File: src/rtl/concat_seq_pkg.sv
// Shared widths, state encodings and tag values for the concat_seq sequencer and its packer.
package concat_seq_pkg;

  localparam int FIELD_W = 6;
  localparam int X1_W    = 11;
  localparam int X2_W    = 6;
  localparam int TAG_W   = 2;

  typedef logic [FIELD_W-1:0] field_t;
  typedef logic [TAG_W-1:0]   tag_t;
  typedef logic [1:0]         state_t;

  localparam state_t S_F1  = 2'd0;
  localparam state_t S_F2  = 2'd1;
  localparam state_t S_F3  = 2'd2;
  localparam state_t S_OUT = 2'd3;

  localparam tag_t TAG_F1 = 2'd0;
  localparam tag_t TAG_F2 = 2'd1;
  localparam tag_t TAG_F3 = 2'd2;

endpackage

File: src/rtl/concat_seq_pack.sv
// Purely combinational bit-swizzle packer: three 6-bit fields into the x1/x2 words.
module concat_seq_pack
  import concat_seq_pkg::*;
(
  input  field_t          f1_i,
  input  field_t          f2_i,
  input  field_t          f3_i,
  output logic [X1_W-1:0] x1_o,
  output logic [X2_W-1:0] x2_o
);

  logic unused_bits;

  assign x1_o = {f1_i[3:2], f2_i[4:0], f3_i[1:0], f1_i[1:0]};
  assign x2_o = {f1_i[1], f2_i[5:2], f1_i[0]};

  // These field bits carry no information in the packed format.
  assign unused_bits = ^{f1_i[5:4], f3_i[5:2]};

endmodule

File: src/rtl/concat_seq.sv
// Collects tagged F1/F2/F3 beats, packs them, and holds the packed words on a valid/ready output.
module concat_seq
  import concat_seq_pkg::*;
#(
  parameter int TIMEOUT = 16,
  parameter int CNT_W   = 8
) (
  input  logic             clk,
  input  logic             rst,
  input  logic             in_valid,
  output logic             in_ready,
  input  logic [TAG_W-1:0] in_tag,
  input  logic [FIELD_W-1:0] in_data,
  output logic             out_valid,
  input  logic             out_ready,
  output logic [X1_W-1:0]  x1,
  output logic [X2_W-1:0]  x2,
  output logic             busy,
  output logic             err,
  output logic [CNT_W-1:0] frame_cnt,
  output logic [CNT_W-1:0] err_cnt
);

  localparam int IDLE_W = $clog2(TIMEOUT + 1);

  state_t            state_q, state_d;
  field_t            f1_q, f1_d, f2_q, f2_d;
  logic [X1_W-1:0]   x1_q, x1_d, pack_x1;
  logic [X2_W-1:0]   x2_q, x2_d, pack_x2;
  logic              out_valid_q, out_valid_d;
  logic [IDLE_W-1:0] idle_q, idle_d;
  logic              err_q;
  logic [CNT_W-1:0]  frame_cnt_q, err_cnt_q;
  logic              accept, abort, frame_done;

  // F3 goes straight from the bus into the packer so x1/x2 load on the accepting edge.
  concat_seq_pack u_pack (
    .f1_i (f1_q),
    .f2_i (f2_q),
    .f3_i (in_data),
    .x1_o (pack_x1),
    .x2_o (pack_x2)
  );

  assign in_ready = (state_q != S_OUT);
  assign accept   = in_valid & in_ready;

  always_comb begin
    state_d     = state_q;
    f1_d        = f1_q;
    f2_d        = f2_q;
    x1_d        = x1_q;
    x2_d        = x2_q;
    out_valid_d = out_valid_q;
    idle_d      = idle_q;
    abort       = 1'b0;
    frame_done  = 1'b0;
    case (state_q)
      S_F1: begin
        if (accept) begin
          if (in_tag == TAG_F1) begin
            f1_d    = in_data;
            idle_d  = '0;
            state_d = S_F2;
          end else begin
            abort = 1'b1;
          end
        end
      end
      S_F2, S_F3: begin
        // An accept in the would-be timeout cycle wins over the timeout.
        if (accept) begin
          idle_d = '0;
          if (state_q == S_F2 && in_tag == TAG_F2) begin
            f2_d    = in_data;
            state_d = S_F3;
          end else if (state_q == S_F3 && in_tag == TAG_F3) begin
            x1_d        = pack_x1;
            x2_d        = pack_x2;
            out_valid_d = 1'b1;
            state_d     = S_OUT;
          end else begin
            abort   = 1'b1;
            state_d = S_F1;
          end
        end else if (idle_q == IDLE_W'(TIMEOUT - 1)) begin
          abort   = 1'b1;
          idle_d  = '0;
          state_d = S_F1;
        end else begin
          idle_d = idle_q + IDLE_W'(1);
        end
      end
      S_OUT: begin
        if (out_ready) begin
          out_valid_d = 1'b0;
          frame_done  = 1'b1;
          state_d     = S_F1;
        end
      end
      default: state_d = S_F1;
    endcase
  end

  always_ff @(posedge clk or posedge rst) begin
    if (rst) begin
      state_q     <= S_F1;
      f1_q        <= '0;
      f2_q        <= '0;
      x1_q        <= '0;
      x2_q        <= '0;
      out_valid_q <= 1'b0;
      idle_q      <= '0;
      err_q       <= 1'b0;
      frame_cnt_q <= '0;
      err_cnt_q   <= '0;
    end else begin
      state_q     <= state_d;
      f1_q        <= f1_d;
      f2_q        <= f2_d;
      x1_q        <= x1_d;
      x2_q        <= x2_d;
      out_valid_q <= out_valid_d;
      idle_q      <= idle_d;
      err_q       <= abort;
      if (frame_done)
        frame_cnt_q <= frame_cnt_q + CNT_W'(1);
      // The abort count sticks at all-ones rather than wrapping.
      if (abort && err_cnt_q != '1)
        err_cnt_q <= err_cnt_q + CNT_W'(1);
    end
  end

  assign out_valid = out_valid_q;
  assign x1        = x1_q;
  assign x2        = x2_q;
  assign busy      = (state_q == S_F2) || (state_q == S_F3);
  assign err       = err_q;
  assign frame_cnt = frame_cnt_q;
  assign err_cnt   = err_cnt_q;

endmodule

File: config.mk
export PLATFORM = sky130hd
export DESIGN_NAME = concat_seq
export DESIGN_NICKNAME = d
export VERILOG_FILES = /design/src/rtl/concat_seq_pkg.sv /design/src/rtl/concat_seq_pack.sv /design/src/rtl/concat_seq.sv
export SDC_FILE = /design/constraint.sdc
export NUM_CORES = 1
export LEC_CHECK = 0
export CAP_MARGIN = 20
export CORE_MARGIN = 4
export CORE_UTILIZATION = 45
export CTS_CLUSTER_DIAMETER = 80
export DETAILED_ROUTE_END_ITERATION = 6
export GPL_TIMING_DRIVEN = 1
export PLACE_DENSITY_LB_ADDON = 0.3
export SLEW_MARGIN = 0
export SYNTH_ARGS = -nofsm -noshare
export SYNTH_HDL_FRONTEND = slang
export SYNTH_SLANG_ARGS = --single-unit
File: constraint.sdc
create_clock -name clk -period 3.2 [get_ports clk]
set_input_delay 0.96 -clock clk [delete_from_list [all_inputs] [get_ports clk]]
set_output_delay 0.96 -clock clk [all_outputs]
set_load 0.01 [all_outputs]
==> flow_summary.ini, run 1 <==
[outcome]
outcome = finished clean

[logic_synthesis]
synth-edff-count = 0
ys_ff_latch = 47
synth_area_mm2 = 0.002171
ys_types = 37
synth_nets = 198
seq_area_frac_synth_pct = 54.18
synth_ff_type = dfrtp_1
synth_area_per_cell_um2 = 12.26
synthArstFlopShare_pct = 100.0
synth_cells = 177
ys_warn_count = 0

[clock_network]
numCtsBuffers = 5
post-cts-setup-buffer-count = 0
cts-htree-levels = 2
clock_sinks = 47
clk_pin_slew_ns = 0.09
clk_latency_ns = 0.30
holdBufCountCts = 0
cts-root-buf = clkbuf_8
post_cts_resized = 0
cts_tree = yes
cts_buffer_depth = 2

[setup_path]
worstSetupEndpointType = primary output
critPathKind = reg -> out
worstPathCellList = inv_1 > ha_1 > clkdlybuf4s50_1
crit_arrival_ns = 1.96
reg2reg_depth = 6
cp.buffers_inverters = 2
timing.rr.start = state_q[0]$_DFFE_PP0P_
critPathTopFamily = buffers and inverters
r2r_end = err_cnt[1]$_DFFE_PP0P_
slowest_stage = clkdlybuf4s50_1
r2r_slack_ns = 1.07
crit_path_max_fanout = 10
setup.worst_path.start_class = flop
worst_ep_required_time_ns = 2.24
slowest_delay_ns = 0.62

[layout]
nets = 251
final_design_area_no_fill_mm2 = 0.002815
n_antenna_cell = 0
nFillCells = 392
syn2layout_area_growth_pct = 29.68
layout-drive-gt1-share_pct = 18.18
fin_util_pct = 60.00

[route]
dr_wl_met3_um = 285
num_vias = 1489
wire_per_inst_um = 13.91
post_drt_via_cell_ratio = 5.225
drt-pass1-iter-count = 4
m1WireLength_um = 1804
topRoutingLayerUsed = met4
antenna_left = 0
drt-initial-drc-count = 64
wl_um = 3963
wl_met2_um = 1848
drc = 0

[global_route]
antenna_found_initial = 0
grt_first_pass_wirelength_um = 6962
grt_max_degree = 48
grt_pass1_vias = 1495
overflow = 0
grtUsageTotal_pct = 14.42

[timing]
slew_headroom_pct = 63.74
finalSetupTns_ns = 0
period_share_pct = 91.27
setup_viol = 0
layout_min_cycle_time_ns = 2.921
rsz0062_at_grt = false
hold_violations = 0
worst_pin_slew_ns = 0.5428
skew_ns = 0.006078
max_freq_mhz = 342.4
drv_slew = 0

[floorplan]
ios = 49
die_w_um = 77.46
initial_core_util_pct = 46.27
core_mm2 = 0.004692
die_height_um = 77.46
rows = 25
dieArea_mm2 = 0.005999

[placement]
gp_congestion = 0.8092
dp_hpwl_um = 2942
port_buffers = 48
dpl-instance-area_mm2 = 0.002716

[hold_path]
worstHoldStart = frame_cnt[7]$_DFFE_PP0P_
hold_class = reg -> reg
holdPathEnd = frame_cnt[7]$_DFFE_PP0P_
hold_depth = 1

[power]
powerDensity_mw_per_mm2 = 706.3
leakagePower_nw = 1.282
irDropWorstVdd_v = 0.0003366

[flow_run]
max-cap-violations = 0
per-layer routing:
| layer | GRT usage (%) | vias up |
|---|---|---|
| met5 | 0 | - |
| met4 | 4.270 | 0 |
| met3 | 4.756 | 2 |
| met2 | 23.06 | 40 |
| met1 | 18.67 | 723 |
| li1 | - | 724 |
cells by family (layout without fill, tap and decap cells):
kind of cell             Yosys count  in the layout  share of synthesized area [%]
AND/OR/NAND/NOR                   53             53                          13.20
XOR/XNOR                          12             12                          4.842
buffers and inverters             12             66                          3.285
multiplexers                      26             26                          13.60
AO/OA/AOI/OAI                     18             18                          5.707
flip-flops                        47             47                          54.18
adder cells (fa/ha/maj)            9              9                          5.187
cell type report:
cell class	instances	area (um2)	area share, %
clock buffers	6	82.58	2.933
repair buffers	53	530.5	18.84
multi-input cells	118	923.4	32.80
well taps	54	67.56	2.400
inverters	5	18.77	0.6667
clock inverters	2	16.27	0.5778
flip-flops and latches	47	1176	41.78
flip-flops by register name (all words and copies together), names as in the netlist:
register   count
err            1
err_cnt        8
f1_q           4
f2_q           6
frame_cnt      8
idle_q         5
out_valid      1
state_q        2
x1            11
x2             1
placed cells by master (no fill, tap or decap), drive strengths merged, types with 2 or more instances in the layout:
cell type	n
nand2	14
a31oi	2
and3	5
nand4	3
nand3	10
inv	5
nor2	8
xnor2	9
xor2	3
nand3b	2
clkbuf	6
clkdlybuf4s50	48
ha	9
dfrtp	47
buf	5
o21ai	7
mux2	25
a21oi	3
worst register-to-register path: cells and delay by family, from the launching register on:
kind | cells | cell delay [ns]
buffers and inverters | 1 | 0.13
AND/OR/NAND/NOR | 2 | 0.37
adder cells (fa/ha/maj) | 1 | 0.49
multiplexers | 1 | 0.31
flip-flops | 1 | 0.43
AO/OA/AOI/OAI | 1 | 0.30
through the flow:
stage | total power, mW | hold slack, ns | instances | worst slack, ns
after CTS | 2.015 | 0.4791 | 285 | 0.2443
final | 1.988 | 0.4764 | 285 | 0.2795
after detailed placement | 1.639 | 0.4629 | 277 | 0.4959
after floorplan | 1.328 | 0.4505 | 177 | 1.115
after global routing | 2.131 | 0.5068 | 285 | 0.1534
after global placement | 1.616 | 0.4613 | 277 | 0.5246
synth_stat cells, drive strengths merged, types with 2 or more instances:
cell | instances | share of area (%)
nor2 | 8 | 1.4
and3 | 5 | 1.4
xor2 | 3 | 1.2
a21oi | 3 | 0.69
inv | 5 | 0.86
o21ai | 7 | 1.6
dfrtp | 47 | 54
nand4 | 3 | 0.86
nand3 | 10 | 2.5
a31oi | 2 | 1.3
ha | 9 | 5.2
nand2 | 14 | 2.4
nand3b | 2 | 0.69
buf | 7 | 2.4
mux2 | 25 | 13
xnor2 | 9 | 3.6
report_power, final:
| part | internal [mW] | switching, mW |
|---|---|---|
| Combinational | 0.402 | 0.322 |
| Sequential | 0.760 | 0.131 |
| Clock | 0.176 | 0.197 |
| Total | 1.34 | 0.650 |
how the worst max path moves through the flow:
stage                                 from                endpoint  slack (ns)  cells after the start
floorplan                              rst           err$_DFF_PP0_        1.12                      1
global placement                 in_tag[0]  err_cnt[1]$_DFFE_PP0P_        0.52                      6
detailed placement               in_tag[0]  err_cnt[1]$_DFFE_PP0P_        0.50                      6
CTS                 state_q[0]$_DFFE_PP0P_                    busy        0.24                      3
global route        state_q[0]$_DFFE_PP0P_                    busy        0.15                      3
finish              state_q[0]$_DFFE_PP0P_                    busy        0.28                      3
Note: power is estimated with default switching activity, not from simulation.
==> run 2: changes to the inputs <==
TNS_END_PERCENT = 50   (was default)
clock period = 3.8 ns   (was 3.2 ns; I/O delays follow)
==> run 2 against run 1 <==
Effect of this change: clock power about the same; hold slack got worse by 0.0067 ns; register-to-register slack better by 0.47 ns; die area stayed put; sequential power down 16%; clock skew down 0.0015 ns; global-route usage grew 0.099 points; utilization is 0.40 points lower; count of clock-buffer cells in the layout fell by 1; highest routed layer unchanged.
==> flow_summary.ini, run 2 (same netlist as run 1, synthesis figures left out) <==
[timing]
drv_slew = 0
max_freq_mhz = 322.0
period_share_pct = 81.72
hold_violations = 0
setup_viol = 0
whs_ns = 0.4697
layout_min_cycle_time_ns = 3.105
finalSetupTns_ns = 0
slew_headroom_pct = 37.25
setup_ws_ns = 0.6948
skew_ns = 0.004581
worst_pin_slew_ns = 0.9398
rsz0062_at_grt = false

[global_route]
antenna_found_initial = 0
grt_max_degree = 48
grt_pass1_vias = 1490
grtUsageTotal_pct = 14.52
overflow = 0
grt_first_pass_wirelength_um = 6962

[clock_network]
cts_buffer_depth = 2
clk_pin_slew_ns = 0.09
cts_tree = yes
post_cts_resized = 0
cts-root-buf = clkbuf_8
numCtsBuffers = 5
post-cts-setup-buffer-count = 0
holdBufCountCts = 0
clk_latency_ns = 0.30
cts-htree-levels = 2
clock_sinks = 47

[floorplan]
ios = 49
core_mm2 = 0.004692
rows = 25
die_w_um = 77.46
initial_core_util_pct = 46.27
dieArea_mm2 = 0.005999
die_height_um = 77.46

[placement]
port_buffers = 48
place_ws_ns = 0.7811
gp_congestion = 0.8143
dp_hpwl_um = 2961

[route]
wl_um = 4056
post_drt_via_cell_ratio = 5.209
antenna_left = 0
num_vias = 1469
drt-pass1-iter-count = 4
drc = 0
wire_per_inst_um = 14.38
drt-initial-drc-count = 68

[setup_path]
worstSetupEndpointType = primary output
crit_arrival_ns = 1.97
r2r_slack_ns = 1.54
critPathTopFamily = buffers and inverters
slowest_stage = clkdlybuf4s50_1
setup.worst_path.start_class = flop
worst_ep_required_time_ns = 2.66
worstPathCellList = inv_1 > ha_1 > clkdlybuf4s50_1
critPathKind = reg -> out
crit_path_max_fanout = 10
cp.buffers_inverters = 2
slowest_delay_ns = 0.62

[layout]
nFillCells = 383
seq_area_mm2 = 0.001176
final_common_cell = clkdlybuf4s50_1
largest_reg_flops = 11
multi_input_area_um2 = 923.4
layout-drive-gt1-share_pct = 17.11
final_cell_mix = clkdlybuf4s50_1 (48), dfrtp_1 (47), mux2_2 (24)
syn2layout_area_growth_pct = 28.82
n_antenna_cell = 0
nets = 248

[outcome]
outcome = finished clean

[hold_path]
hold_class = reg -> reg

[power]
irDropWorstVdd_v = 0.0003247
leakagePower_nw = 1.269
powerDensity_mw_per_mm2 = 617.9

[flow_run]
max-cap-violations = 0
[run 2: cell count changes in the layout (fill, tap and decap cells not counted)]
cell,delta
clkbuf_8,-1
clkinv_4,-1
buf_12,-1
bufinv_16,+1
inv_6,+1
buf_4,-2
[run 2: routing by layer]
metal	global-route usage, %	routed length (um)	vias to the layer above
li1	-	-	721
met1	19.02	1878	703
met2	22.63	1876	40
met3	5.220	258	5
met4	4.270	42	0
met5	0	0	-
[run 2: path summary, 6_finish.rpt]
| kind | endpoint | start | cells past startpoint |
|---|---|---|---|
| setup / recovery | busy | state_q[0]$_DFFE_PP0P_ | 3 |
| hold / removal | frame_cnt[7]$_DFFE_PP0P_ | frame_cnt[7]$_DFFE_PP0P_ | 1 |
| setup reg to reg | f2_q[3]$_DFFE_PP0P_ | state_q[0]$_DFFE_PP0P_ | 5 |
| hold reg to reg | frame_cnt[7]$_DFFE_PP0P_ | frame_cnt[7]$_DFFE_PP0P_ | 1 |
| max in group asynchronous | x1[8]$_DFFE_PP0P_ | rst | 2 |
| min in group asynchronous | x1[4]$_DFFE_PP0P_ | rst | 2 |
[run 2: stage by stage]
stage          power [mW]  cells  instance area, um2  util, %
2_1_floorplan       1.118    177                2171        -
3_3_place_gp        1.354    274                2681    57.15
3_5_place_dp        1.371    274                2681    57.15
4_1_cts             1.747    282                2796    59.60
5_1_grt             1.846    282                2796    59.60
6_report            1.728    282                2796    59.60
[run 2: cell type report]
type,instances,share of cell area [%]
Clock inverter,3,1.655
Timing Repair Buffer,50,17.72
Multi-Input combinational cell,118,33.02
Sequential cell,47,42.06
Inverter,5,0.6711
Clock buffer,5,2.461
Tap cell,54,2.416
[run 2: worst reg2reg max path: cells and delay by family, from the launching register on]
family / cells / cell delay (ns)
mux: 1 / 0.42
simple gates: 2 / 0.69
buf+inv: 1 / 0.12
flops: 1 / 0.42
fa+ha+maj: 1 / 0.51
[run 2: report_power, final]
part / internal (mW) / total, mW / switching (mW)
registers: 0.640 / 0.753 / 0.113
clock network: 0.198 / 0.375 / 0.177
logic: 0.333 / 0.600 / 0.266
total: 1.17 / 1.73 / 0.556
